## src/rtl/quad_decoder.sv

```systemverilog
// Quadrature rotary-encoder decoder: pin synchronisers, per-phase debounce,
// detent scaling and a bounded wrap/saturate position counter.
module quad_decoder #(
    parameter int WIDTH            = 8,
    parameter int SYNC_STAGES      = 2,
    parameter int DEBOUNCE_BITS    = 11,
    parameter int STEPS_PER_DETENT = 4,
    parameter int SATURATE         = 0,
    parameter int MIN_VAL          = 0,
    parameter int MAX_VAL          = 255
) (
    input  logic             clk,
    input  logic             rst_n,
    input  logic             a,
    input  logic             b,
    input  logic             clear,
    input  logic             load,
    input  logic [WIDTH-1:0] load_value,
    output logic [WIDTH-1:0] count,
    output logic             step_up,
    output logic             step_down,
    output logic             error,
    output logic [7:0]       error_count
);
    localparam logic [WIDTH-1:0]  MIN_W    = WIDTH'(MIN_VAL);
    localparam logic [WIDTH-1:0]  MAX_W    = WIDTH'(MAX_VAL);
    localparam logic signed [3:0] STEP_POS = 4'(STEPS_PER_DETENT);
    localparam logic signed [3:0] STEP_NEG = -STEP_POS;

    function automatic logic [WIDTH-1:0] clamp_load(input logic [WIDTH-1:0] v);
        if (int'(v) < MIN_VAL) return MIN_W;
        if (int'(v) > MAX_VAL) return MAX_W;
        return v;
    endfunction

    function automatic logic [WIDTH-1:0] step_inc(input logic [WIDTH-1:0] c);
        if (c == MAX_W) return (SATURATE != 0) ? c : MIN_W;
        return c + 1'b1;
    endfunction

    function automatic logic [WIDTH-1:0] step_dec(input logic [WIDTH-1:0] c);
        if (c == MIN_W) return (SATURATE != 0) ? c : MAX_W;
        return c - 1'b1;
    endfunction

    logic [SYNC_STAGES-1:0] sync_a;
    logic [SYNC_STAGES-1:0] sync_b;
    logic [1:0]             ab_sync;
    logic [1:0]             ab_db;

    // Synchroniser chains idle high, matching the pulled-up pins
    always_ff @(posedge clk or negedge rst_n) begin
        if (!rst_n) begin
            sync_a <= '1;
            sync_b <= '1;
        end else begin
            sync_a <= {sync_a[SYNC_STAGES-2:0], a};
            sync_b <= {sync_b[SYNC_STAGES-2:0], b};
        end
    end

    assign ab_sync = {sync_a[SYNC_STAGES-1], sync_b[SYNC_STAGES-1]};

    generate
        if (DEBOUNCE_BITS == 0) begin : g_bypass
            assign ab_db = ab_sync;
        end else begin : g_debounce
            for (genvar i = 0; i < 2; i++) begin : g_phase
                logic [DEBOUNCE_BITS-1:0] stable;
                logic [DEBOUNCE_BITS-1:0] stable_next;
                logic                     last;
                logic                     db;

                always_comb begin
                    stable_next = stable;
                    if (ab_sync[i] != last)
                        stable_next = '0;
                    else if (stable != {DEBOUNCE_BITS{1'b1}})
                        stable_next = stable + 1'b1;
                end

                // Accept on the edge where the counter reaches terminal, so the
                // added latency is exactly 2^DEBOUNCE_BITS cycles
                always_ff @(posedge clk or negedge rst_n) begin
                    if (!rst_n) begin
                        stable <= '0;
                        last   <= 1'b1;
                        db     <= 1'b1;
                    end else begin
                        stable <= stable_next;
                        last   <= ab_sync[i];
                        if (stable_next == {DEBOUNCE_BITS{1'b1}})
                            db <= ab_sync[i];
                    end
                end

                assign ab_db[i] = db;
            end
        end
    endgenerate

    logic [1:0]        prev;
    logic signed [2:0] acc;
    logic signed [2:0] acc_next;
    logic signed [3:0] delta;
    logic signed [3:0] acc_sum;
    logic              mv_up;
    logic              mv_dn;
    logic              illegal;
    logic [WIDTH-1:0]  count_next;
    logic              up_next;
    logic              dn_next;
    logic [7:0]        errc_next;

    always_comb begin
        mv_up   = 1'b0;
        mv_dn   = 1'b0;
        illegal = 1'b0;
        case ({prev, ab_db})
            4'b0010, 4'b1011, 4'b1101, 4'b0100: mv_up   = 1'b1;
            4'b0001, 4'b0111, 4'b1110, 4'b1000: mv_dn   = 1'b1;
            4'b0011, 4'b1100, 4'b0110, 4'b1001: illegal = 1'b1;
            default: ;
        endcase
    end

    always_comb begin
        delta      = mv_up ? 4'sd1 : (mv_dn ? -4'sd1 : 4'sd0);
        acc_sum    = $signed({acc[2], acc}) + delta;
        count_next = count;
        acc_next   = acc;
        up_next    = 1'b0;
        dn_next    = 1'b0;
        errc_next  = (illegal && error_count != 8'hFF) ? error_count + 8'd1 : error_count;
        // load/clear swallow any step in the same cycle; error still reported
        if (load) begin
            count_next = clamp_load(load_value);
            acc_next   = '0;
        end else if (clear) begin
            count_next = MIN_W;
            acc_next   = '0;
        end else if (illegal) begin
            acc_next = '0;
        end else if (mv_up && acc_sum == STEP_POS) begin
            acc_next   = '0;
            up_next    = 1'b1;
            count_next = step_inc(count);
        end else if (mv_dn && acc_sum == STEP_NEG) begin
            acc_next   = '0;
            dn_next    = 1'b1;
            count_next = step_dec(count);
        end else if (mv_up || mv_dn) begin
            acc_next = acc_sum[2:0];
        end
    end

    always_ff @(posedge clk or negedge rst_n) begin
        if (!rst_n) begin
            prev        <= 2'b11;
            acc         <= '0;
            count       <= MIN_W;
            step_up     <= 1'b0;
            step_down   <= 1'b0;
            error       <= 1'b0;
            error_count <= '0;
        end else begin
            prev        <= ab_db;
            acc         <= acc_next;
            count       <= count_next;
            step_up     <= up_next;
            step_down   <= dn_next;
            error       <= illegal;
            error_count <= errc_next;
        end
    end
endmodule

```

## config.mk

```make
export PLATFORM = sky130hd
export DESIGN_NAME = quad_decoder
export DESIGN_NICKNAME = d
export VERILOG_FILES = /design/src/rtl/quad_decoder.sv
export SDC_FILE = /design/constraint.sdc
export NUM_CORES = 1
export LEC_CHECK = 0
export ABC_AREA = 0
export BUFFER_PORTS_ARGS = -buffer_cell sky130_fd_sc_hd__buf_2
export CORE_MARGIN = 2
export CORE_UTILIZATION = 45
export CTS_BUF_LIST = sky130_fd_sc_hd__clkbuf_8
export DETAILED_ROUTE_END_ITERATION = 8
export SYNTH_ARGS = -nofsm -noshare
export SYNTH_HDL_FRONTEND = slang
export SYNTH_SLANG_ARGS = --single-unit
```

## constraint.sdc

```tcl
create_clock -name clk -period 4.85 [get_ports clk]
set_clock_uncertainty 0.15 [all_clocks]
set_input_delay 0.97 -clock clk [delete_from_list [all_inputs] [get_ports clk]]
set_output_delay 0.97 -clock clk [all_outputs]
set_load 0.03 [all_outputs]
```

==> Word-level counts from Yosys, hierarchy flattened <==
Cells that the tools add are included.
{ "word_totals": {"register_bits": 54, "latch_bits": 0, "mem_bits_rw": 0, "rom_bits": 0, "mem_count": 0} }
{ "op_classes": {"n_addsub": 6, "n_mul": 0, "div": 0, "n_lt_le_gt_ge": 0, "eq_ne": 23, "n_shift": 0, "n_mux": 44, "bitwise_logic": 0, "n_reduce_logical": 11} }
{ "ops": {"columns": ["op", "n"], "rows": [
  ["8-bit 2-to-1 mux", 9],
  ["11-bit 2-to-1 mux", 4],
  ["4-bit equality test (second input constant)", 7],
  ["1-bit 2-to-1 mux", 23],
  ["11-bit by 1-bit adder with 11-bit output (second input constant)", 2],
  ["11-bit equality test (second input constant)", 2],
  ["11-bit inequality test (second input constant)", 2],
  ["3-bit 2-to-1 mux", 6],
  ["8-bit by 1-bit adder with 8-bit output (second input constant)", 2],
  ["4-bit by 3-bit equality test with 1-bit output (second input constant)", 4],
  ["4-bit OR reduction", 3],
  ["4-bit by 2-bit equality test with 1-bit output (second input constant)", 2],
  ["8-bit equality test (second input constant)", 1],
  ["8-bit logical NOT", 1],
  ["4-bit 2-to-1 mux", 2],
  ["8-bit inequality test (second input constant)", 1],
  ["8-bit by 1-bit subtractor with 8-bit output (second input constant)", 1],
  ["6-bit nonzero test", 1],
  ["3-bit by 4-bit adder with 4-bit output", 1],
  ["4-bit by 1-bit equality test with 1-bit output (second input constant)", 1],
  ["4-bit nonzero test", 1],
  ["1-bit logical AND", 3],
  ["3-bit inequality test (second input constant)", 1],
  ["1-bit inequality test", 2],
  ["2 further kinds", 2]
]} }

==> Logic depth before layout (Yosys ltp) <==
{ "depth": {"word_depth": 19, "ltp_mapped": 11} }

==> Worst setup path after synthesis <==
No wires, ideal clock.
{ "synth_timing": {"path_type": "register to register", "start": "register g_debounce.g_phase[1].db", "end": "register count[0]", "setup_time_ps": 125, "t_arrival_ps": 2933, "setup_slack_ps": 1642, "stages_incl_launch_ff": 12, "period_less_slack_ps": 3208, "path_cell_list": "dfstp_2 > xnor2_1 > xor2_1 > ha_1 > ha_1 > nor2_1 > o2111ai_1 > and3_1 > buf_6 > a211o_4 > nand2_1 > mux2_2"} }
{ "synth_between": {"elab_chain_len": 12} }
{ "synth_rtl": {"columns": ["element", "line_no", "rtl"], "rows": [
  ["from (decl)", "72", "logic db;"],
  ["from (signal assigned)", "93", "db <= ab_sync[i];"],
  ["4-bit by 1-bit equality test with 1-bit output (tied with other cells)", "119", "case ({prev, ab_db})"],
  ["4-bit OR reduction", "119", null],
  ["1-bit 2-to-1 mux", "119", null],
  ["4-bit 2-to-1 mux (2 in a row)", "128", "delta = mv_up ? 4'sd1 : (mv_dn ? -4'sd1 : 4'sd0);"],
  ["3-bit by 4-bit adder with 4-bit output", "129", "acc_sum = $signed({acc[2], acc}) + delta;"],
  ["4-bit equality test", "144", "end else if (mv_up && acc_sum == STEP_POS) begin"],
  ["1-bit logical AND", "144", null],
  ["8-bit 2-to-1 mux", "144", null],
  ["8-bit 2-to-1 mux", "142", "end else if (illegal) begin"],
  ["8-bit 2-to-1 mux", "139", "end else if (clear) begin"],
  ["8-bit 2-to-1 mux", "136", "if (load) begin"],
  ["to (signal assigned)", "169", "count <= count_next;"],
  ["to (decl)", "19", "output logic [WIDTH-1:0] count,"]
]} }
Parallel ways exist; a longest one is shown, timed or not. The select of a mux whose other input is x is not followed.
A chain may end at the register's enable or synchronous reset.

==> Final worst setup path <==
{ "layout_timing": {"start": "register g_debounce.g_phase[1].db", "end": "register count[4]"} }
The elaborated chain is that of the path after synthesis.

==> flow_metrics.py <==
metrics = {
    "layout": {
        "fin_cells": 476,
        "seqCellArea_um2": 1360,
        "final_common_cell": "dfrtp_1",
        "final_cell_mix": "44 x dfrtp_1, 34 x nand2_1, 32 x nor2_1, 32 x buf_2, 15 x xnor2_1",
        "fin_util_pct": 50.4,
        "final_nets": 399,
        "layout-drive-gt1-share_pct": 17.8,
        "multi_input_area_um2": 1780,
        "fillerInstances": 690,
        "synthToLayoutAreaGrowth_pct": 9.95,
        "diodes": 0,
    },
    "global_routing": {
        "antenna_found_initial": 0,
        "grt_max_degree": 55,
        "grt_usage_pct": 18.6,
        "grt-ovfl-total": 0,
        "grt_pass1_vias": 2433,
        "grt_pass1_wl_um": 11800,
    },
    "critical_path": {
        "cp_max_fo": 6,
        "critPathMostFrequentCell": "ha_1",
        "r2r_start": "g_debounce.g_phase[1].db",
        "setup.worst_path.start_class": "flip-flop",
        "crit_type": "reg2reg",
        "critical_path.top_delay_family": "simple AND/OR/NAND/NOR gates",
        "path_cells": "xnor2_1 -> xor2_1 -> ha_1 -> ha_1 -> nor2_1 -> o2111ai_1 -> and3_1 -> a211o_4 -> nand2_1 -> mux2_2",
        "crit_required_ns": 4.90,
        "reg2reg_slack_ns": 1.43,
        "crit_slowest_cell": "dfstp_2",
        "crit_buf_inv": 0,
        "end_kind": "flip-flop",
        "r2r_cells": 10,
        "cp_slowest_stage_delay_ns": 0.62,
        "reg2reg_to": "count[4]",
        "arrival_ns": 3.48,
    },
    "placement": {
        "dp_cells": 468,
        "hpwl_um": 5090,
        "pre_cts_slack_ns": 1.43,
        "gp_congestion": 0.910,
        "portBuffers": 32,
    },
    "yosys": {
        "syn_area_um2": 3270,
        "synth_fp_nets": 374,
        "synth_edf_count": 0,
        "ys_seq_elements": 54,
        "synthCells": 351,
        "synth_seq_area_share_pct": 41.7,
        "async_reset_ff_share_pct": 100,
        "synthFlopType": "dfrtp_1",
        "ys_types": 61,
        "syn_avg_cell_area_um2": 9.32,
        "yosysWarnings": 0,
    },
    "die": {
        "design.core.area_um2": 7140,
        "fp.dieH_um": 89.3,
        "die_x_um": 89.3,
        "die_area_um2": 7970,
        "std_cell_rows": 31,
        "initial_utilization_pct": 45.8,
        "io_pins": 33,
    },
    "clocking": {
        "cts-root-buf": "clkbuf_8",
        "cts_made_buffers": 5,
        "cts_setup_buffers": 0,
        "clock_sinks": 54,
        "tritoncts": "built",
        "clkTransAtPathRegs_ns": 0.11,
        "hold_buffers": 0,
        "ctsResizeCount": 0,
        "clk_path_buf_depth": 2,
        "htreeDepth": 2,
        "insertion_delay_ns": 0.30,
    },
    "min_path": {
        "worstHoldPathType": "reg2reg",
        "min_from": "sync_b[0]",
        "min_path_cells": 0,
        "min_to": "sync_b[1]",
    },
    "pwr": {
        "leakagePower_nw": 1.53,
        "ir_drop_uv": 175,
        "report.power.total_w": 0.000910,
        "p_per_area_nw_per_um2": 253,
    },
    "sta": {
        "fmax_mhz": 292,
        "finalMaxSlewViolations": 0,
        "period_minus_slack_ns": 3.42,
        "worst_pin_slew_ns": 0.860,
        "fin_tns_setup_ns": 0,
        "fin_ws_ns": 1.43,
        "finalSetupViolCount": 0,
        "slew_headroom_pct": 42.4,
        "rsz0062_at_grt": "false",
        "min_period_over_period_pct": 70.6,
        "hold_viol": 0,
    },
    "drt": {
        "drt_wl_total_um": 6930,
        "ant_nets": 0,
        "drcViolationCount": 0,
        "dr_total_vias": 2725,
        "vias_per_cell": 5.72,
        "wire_per_inst_um": 14.6,
        "drt_pass1_iterations": 4,
        "drtIter0Drc": 108,
    },
    "status": {
        "status": "complete, no violations",
    },
    "job": {
        "max-cap-violations": 0,
    },
}
==> where the power goes <==
part	switching [W]	total, W	internal [W]
sequential	0.0000395	0.000510	0.000471
clock	0.000159	0.000266	0.000107
combinational	0.0000818	0.000134	0.0000520
==> worst max-delay path by stage <==
stage / start / to / slack, ns / cells past startpoint
3_3_place_gp: g_debounce.g_phase[1].db / count[0] / 1.52 / 10
3_5_place_dp: g_debounce.g_phase[1].db / count[0] / 1.43 / 10
2_1_floorplan: g_debounce.g_phase[1].db / count[0] / 1.64 / 11
5_1_grt: g_debounce.g_phase[1].db / count[4] / 1.15 / 10
4_1_cts: g_debounce.g_phase[1].db / count[4] / 1.44 / 10
6_report: g_debounce.g_phase[1].db / count[4] / 1.43 / 10
==> logic make-up (layout without fill, tap and decap cells) <==
kind of cell | Yosys count | count (layout) | share of synthesized area, %
simple gates | 135 | 135 | 21.1
compound gates | 81 | 81 | 17.9
flops | 54 | 54 | 41.7
buf+inv | 31 | 57 | 4.02
mux | 14 | 14 | 4.44
xor+xnor | 27 | 27 | 7.46
fa+ha+maj | 9 | 9 | 3.44
==> cell usage after synthesis, types with 4 or more instances <==
cell type	count	area (um2)
o31ai_1	4	30.0
nand4_1	14	87.6
nor2_1	32	120
a21oi_1	12	60.1
mux2_2	4	45.0
xnor2_1	15	131
nand3_1	10	50.1
ha_1	9	113
mux2i_1	10	100
clkbuf_1	12	45.0
inv_1	14	52.6
dfrtp_1	44	1100
and4_1	7	61.3
a31oi_1	10	62.6
xor2_1	11	96.3
o21ai_0	14	70.1
nor3_1	8	40.0
nand2_1	34	128
and3_1	7	43.8
o21bai_1	4	30.0
a211oi_1	5	37.5
nor4_1	7	43.8
dfstp_2	10	263
==> metal layers <==
metal	wire length (um)	global-route usage, %	share of wire [%]
met1	3490	27.2	50
met2	3010	28.1	43
met3	354	3.42	5.1
met4	67	5.43	0.97
met5	0	0	0
==> sequential cells by signal (all words and copies together) (netlist names), 2 cells and up <==
signal / cells
count: 8
error_count: 8
sync_b: 2
g_debounce.g_phase.last: 2
g_debounce.g_phase.db: 2
acc: 3
g_debounce.g_phase.stable: 22
sync_a: 2
prev: 2
==> per-stage QoR <==
stage               hold WS [ns]  cell area [um2]
floorplan                  0.195             3270
global placement           0.195             3500
detailed placement         0.197             3500
CTS                        0.214             3600
global route               0.220             3600
finish                     0.213             3600
==> final cells by class <==
type / count / area share, %
multi-input cells: 266 / 49.4
flip-flops and latches: 54 / 37.9
repair buffers: 35 / 5.08
well taps: 99 / 3.44
clock buffers: 5 / 1.91
inverters: 14 / 1.46
clock inverters: 3 / 0.800
Power figures use the tool's default switching activity.
